--- src/rtl/tx_arb_pkg.sv ---
// tx_arb_pkg: shared FSM state type, default widths and counter sizing for tx_arbiter.
package tx_arb_pkg;
    typedef enum logic [1:0] {IDLE, SEND, GAP} state_t;
    localparam int DATA_W_DEF = 32;
    localparam int WDOG_CYCLES_DEF = 64;
    function automatic int cnt_w(input int n);
        return (n < 2) ? 1 : $clog2(n);
    endfunction
    localparam int WDOG_W_DEF = cnt_w(WDOG_CYCLES_DEF);
endpackage

--- src/rtl/rr_pick.sv ---
// rr_pick: combinational round-robin picker, first set request at or after ptr with wraparound.
module rr_pick #(
    parameter int N = 4,
    parameter int W = $clog2(N)
) (
    input  logic [N-1:0] req,
    input  logic [W-1:0] ptr,
    output logic [W-1:0] win,
    output logic         any
);
    always_comb begin
        win = ptr;
        // scan farthest offset first so the closest one to ptr wins
        for (int k = N - 1; k >= 0; k--)
            if (req[(int'(ptr) + k) % N]) win = W'((int'(ptr) + k) % N);
    end
    assign any = |req;
endmodule

--- src/rtl/tx_arbiter.sv ---
// tx_arbiter: round-robin scheduler feeding one serial transmitter with enforced idle gap.
// Optional SEND watchdog enabled by defining TX_ARB_WDOG_EN.
module tx_arbiter
    import tx_arb_pkg::*;
#(
    parameter int NUM_REQ     = 4,
    parameter int DATA_W      = DATA_W_DEF,
    parameter int GAP_CYCLES  = 2,
    parameter int WDOG_CYCLES = WDOG_CYCLES_DEF,
    parameter int ID_W        = $clog2(NUM_REQ)
) (
    input  logic                      Clk_s,
    input  logic                      Rst_n,
    input  logic [NUM_REQ-1:0]        Req_Valid,
    input  logic [NUM_REQ*DATA_W-1:0] Req_Data,
    output logic [NUM_REQ-1:0]        Req_Ack,
    output logic                      TxData_Valid,
    output logic [DATA_W-1:0]         TxData,
    input  logic                      Tx_Ready,
    output logic [ID_W-1:0]           Grant_Id,
    output logic                      Arb_Busy,
    output logic                      Arb_Error,
    output logic [ID_W-1:0]           Err_Id
);
    localparam int GAP_W = $clog2(GAP_CYCLES + 2);

    state_t            state, state_nxt;
    logic [ID_W-1:0]   ptr, win;
    logic              any, grant, xfer, wdog_fire, send_done;
    logic [GAP_W-1:0]  gap_cnt;

    rr_pick #(.N(NUM_REQ), .W(ID_W)) u_pick (
        .req(Req_Valid),
        .ptr(ptr),
        .win(win),
        .any(any)
    );

    assign xfer      = TxData_Valid && Tx_Ready;
    assign send_done = (state == SEND) && (xfer || wdog_fire);

    always_ff @(posedge Clk_s or negedge Rst_n) begin
        if (!Rst_n) state <= IDLE;
        else        state <= state_nxt;
    end

    always_comb begin
        state_nxt = state;
        if (state == IDLE && any)            state_nxt = SEND;
        else if (send_done)                  state_nxt = (GAP_CYCLES == 0) ? IDLE : GAP;
        else if (state == GAP && gap_cnt <= 1) state_nxt = IDLE;
    end

    always_comb begin
        grant    = (state == IDLE) && any;
        Arb_Busy = (state != IDLE);
    end

    always_ff @(posedge Clk_s or negedge Rst_n) begin
        if (!Rst_n) begin
            Req_Ack      <= '0;
            TxData_Valid <= 1'b0;
            TxData       <= '0;
            Grant_Id     <= '0;
            ptr          <= '0;
            gap_cnt      <= '0;
        end else begin
            Req_Ack <= '0;
            if (grant) begin
                TxData       <= Req_Data[int'(win)*DATA_W +: DATA_W];
                TxData_Valid <= 1'b1;
                Grant_Id     <= win;
                Req_Ack[win] <= 1'b1;
                ptr          <= (win == ID_W'(NUM_REQ - 1)) ? '0 : win + 1'b1;
            end
            if (send_done) TxData_Valid <= 1'b0;
            gap_cnt <= (state == SEND) ? GAP_W'(GAP_CYCLES) : (state == GAP) ? gap_cnt - 1'b1 : gap_cnt;
        end
    end

`ifdef TX_ARB_WDOG_EN
    localparam int WDOG_W = cnt_w(WDOG_CYCLES);
    logic [WDOG_W-1:0] wdog_cnt;

    assign wdog_fire = (state == SEND) && !xfer && (wdog_cnt == WDOG_W'(WDOG_CYCLES - 1));

    always_ff @(posedge Clk_s or negedge Rst_n) begin
        if (!Rst_n) begin
            wdog_cnt  <= '0;
            Arb_Error <= 1'b0;
            Err_Id    <= '0;
        end else begin
            wdog_cnt  <= (state == SEND) ? wdog_cnt + 1'b1 : '0;
            Arb_Error <= wdog_fire;
            Err_Id    <= wdog_fire ? Grant_Id : Err_Id;
        end
    end
`else
    assign wdog_fire = 1'b0;
    assign Arb_Error = 1'b0;
    assign Err_Id    = '0;
`endif
endmodule
--- config.mk ---
export PLATFORM = sky130hd
export DESIGN_NAME = tx_arbiter
export DESIGN_NICKNAME = d
export VERILOG_FILES = /design/src/rtl/tx_arb_pkg.sv /design/src/rtl/rr_pick.sv /design/src/rtl/tx_arbiter.sv
export SDC_FILE = /design/constraint.sdc
export NUM_CORES = 1
export LEC_CHECK = 0
export ABC_CLOCK_PERIOD_IN_PS = 2200
export BUFFER_PORTS_ARGS = -buffer_cell sky130_fd_sc_hd__buf_4
export CORE_MARGIN = 1.5
export CORE_UTILIZATION = 40
export DETAILED_ROUTE_END_ITERATION = 8
export PLACE_DENSITY = 0.74
export SYNTH_ARGS = -nofsm -noshare
export SYNTH_HDL_FRONTEND = slang
export SYNTH_SLANG_ARGS = --single-unit
--- constraint.sdc ---
create_clock -name Clk_s -period 2.2 [get_ports Clk_s]
set_input_delay 0.11 -clock Clk_s [delete_from_list [all_inputs] [get_ports Clk_s]]
set_output_delay 0.11 -clock Clk_s [all_outputs]
set_load 0.02 [all_outputs]
==> out/results.tsv <==
stage	metric	value	unit
yosys	avgSynthCellArea	10.8	µm²
yosys	synthMuxAreaShare	10.5	%
critical_path	rrSetupSlack	220	ps
route	drcViolationCount	0	
status	status	finished clean	
power_and_ir_drop	power.leakage	0.00211	µW
floorplanning	start_util	41.1	%
placed_design	io_buffers	174	
yosys	ys_types	36	
global_routing	grt_pass1_vias	3056	
critical_path	crit_path_start_kind	register	
floorplanning	rows	32	
critical_path	r2r-end	TxData[1]	
floorplanning	die_width	91.8	µm
floorplanning	ios	178	
global_routing	antenna_found_initial	0	
route	drt.antenna.violating_nets	0	
power_and_ir_drop	powerDensity	1190	nW/µm²
route	route.met3.wl	700	µm
placed_design	gp_congestion	0.721	
placed_design	dp_slack	-112	ps
route	firstDrtPassIters	4	
final_layout	nNetsFinal	596	
critical_path	worstSetupEndpointType	register	
final_layout	finish.utilization	60.7	%
route	vias	3016	
critical_path	crit_end	TxData[1]	
route	drt_iter0_drc	69	
timing	slew_violations	0	
critical_path	cp_max_fo	16	
power_and_ir_drop	fin_total_pwr	5540	µW
clock_tree	clock_latency	290	ps
route	wl_per_cell	17.6	µm
critical_path	critPathKind	register to register	
clock_tree	cts_made_buffers	5	
timing	layout_min_cycle_time	1980	ps
flow_run	drv_cap	0	
timing	min_period_over_period	90.2	%
timing	slew_headroom	57.0	%
placed_design	postPlaceCellArea	4560	µm²
final_layout	stdcell_area	4660	µm²
timing	hold_ws	155	ps
floorplanning	die_area	8430	µm²
final_layout	final_layout_size_suffix_gt1_share	57.3	%
timing	setup_viol	0	
timing	layout_setup_ws	216	ps
global_routing	grt_pass1_wl	15600	µm
route	top_layer	met4	
floorplanning	coreArea	7690	µm²
yosys	ys_seq_area_share	35.7	%
min_path	hold_path_class	input port to register	
yosys	synth-compound-area-share	28.3	%
power_and_ir_drop	peakVddDrop	0.000694	V
critical_path	r2r-start	ptr[1]	
yosys	syn_inst	291	
floorplanning	die_h	91.8	µm
global_routing	grt_max_degree	47	
route	met1_length	3950	µm
timing	fin_skew	10.6	ps
clock_tree	cts_tree	yes	
route	met2WireLength	5070	µm
global_routing	grt-ovfl-total	0	
yosys	synth_xor_area_share	0.277	%
critical_path	crit_required	2340	ps
final_layout	nFillCells	695	
final_layout	n_antenna_cell	0	
yosys	syn_area	3160	µm²
timing	grt_setup_unrepaired	no	
final_layout	seq_area	1130	µm²
critical_path	worstPathArrival	2130	ps
timing	hold_viol_final	0	
yosys	synth_fa_ha_area_share	1.59	%
yosys	yosysWarnings	0	
critical_path	startpoint	ptr[1]	
yosys	yosys.area_share.simple	17.2	%
timing	fmax	504	MHz
yosys	synth_top_family_by_area	compound AO/OA/AOI/OAI gates	
yosys	synth_seq_cells	45	
final_layout	multi_input_area	1880	µm²
clock_tree	clock_sinks	45	
route	vias_per_cell	5.40	
clock_tree	htreeDepth	2	
route	wirelength	9820	µm
placed_design	hpwl	7080	µm
final_layout	syn2layout_area_growth	47.7	%
clock_tree	cts_root_buf	clkbuf_8	
clock_tree	clk_pin_slew_worst_paths	90	ps
timing	tightestPinTransition	644	ps
global_routing	track_usage	23.4	%
clock_tree	clockBufferDepth	2	
critical_path	ff2ff_path_depth	5	
[routing by layer]
metal,track usage [%],vias to the layer above
met1,28.7,1458
met2,41.9,115
li1,-,1434
met3,5.56,9
met4,4.62,0
met5,0,-
[cell usage after synthesis]
master	number	area, µm²
ha_1	4	50.1
o21a_1	2	15.0
nand3_1	2	10.0
a211oi_1	6	45.0
nor2_1	37	139
buf_6	4	45.0
a2111oi_4	1	27.5
nand3_2	1	10.0
buf_2	9	45.0
o21ai_1	2	10.0
clkbuf_1	13	48.8
o21ai_0	3	15.0
o21bai_2	1	11.3
a21boi_1	1	7.51
xnor2_1	1	8.76
buf_1	1	3.75
nor2b_2	1	8.76
a211oi_2	58	726
mux2_2	1	11.3
or2_1	1	6.26
inv_1	5	18.8
and4_1	32	280
nor2b_1	2	12.5
o21ai_2	3	26.3
conb_1	1	3.75
and3_1	2	12.5
nand2b_1	1	6.26
nor3_1	3	15.0
nand2_1	6	22.5
dfrtp_1	45	1130
nor4_1	1	6.26
buf_4	5	37.5
and3b_1	1	8.76
mux2i_1	32	320
a21oi_1	2	10.0
nor2_2	1	6.26
[registers in the layout (all words and copies together) (netlist names)]
signal and flops:
TxData 32, Req_Ack 4, Grant_Id 2, gap_cnt 2, ptr 2, state 2
TxData_Valid 1
[area by class of cell]
cell class | count | share of cell area, %
multi-input cells | 212 | 40.3
repair buffers | 188 | 30.6
flip-flops and latches | 45 | 24.1
well taps | 102 | 2.74
clock buffers | 7 | 1.85
inverters | 5 | 0.402
[worst min-delay path by stage]
stage	start	endpoint	slack (ps)	cells after the start
2_1_floorplan	Rst_n	Grant_Id[0]	-190	0
3_3_place_gp	Rst_n	TxData[16]	150	1
3_5_place_dp	Rst_n	TxData[16]	160	1
4_1_cts	Tx_Ready	state[1]	140	3
5_1_grt	Tx_Ready	state[1]	150	3
6_report	Tx_Ready	state[1]	160	3
[critical path, cell delays in order (launching register included)]
cell and delay, ps:
dfrtp_1 410, nor3_1 320, a2111oi_4 60, or2_1 340, nor2_4 530, a211oi_1 170
[logic make-up after synthesis]
logic type / Yosys count
AND/OR/NAND/NOR: 91
AO/OA/AOI/OAI: 79
flip-flops: 45
buffers and inverters: 37
multiplexers: 33
adder cells (fa/ha/maj): 4
other: 1
XOR/XNOR: 1
[what timing repair did]
| item | CTS | global route |
|---|---|---|
| hold buffers | 1 | 0 |
| resized for setup | 1 | 0 |
| setup endpoints to repair | 32 | 0 |
| endpoints found under the hold margin | 45 | 0 |
| setup buffers | 0 | 0 |
[cells in the final DEF (no fill, tap or decap), drive strengths merged, types with 4 or more instances in the layout]
cell type  instances
nand2              6
nor2              39
buf              187
clkbuf             7
o21ai              8
inv                5
and4              32
ha                 4
mux2i             32
dfrtp             45
a211oi            64
[through the flow]
stage | TNS, ps | cells
floorplan | 0 | 293
global placement | -1370 | 550
detailed placement | -1780 | 550
CTS | 0 | 559
global route | 0 | 559
finish | 0 | 559
[where the power goes]
| group | internal (µW) | total (µW) | switching (µW) |
|---|---|---|---|
| Sequential | 1230 | 1460 | 228 |
| Combinational | 1540 | 3570 | 2030 |
| Clock | 250 | 515 | 266 |
| Total | 3020 | 5540 | 2530 |
(Power assumes the default switching activity.)
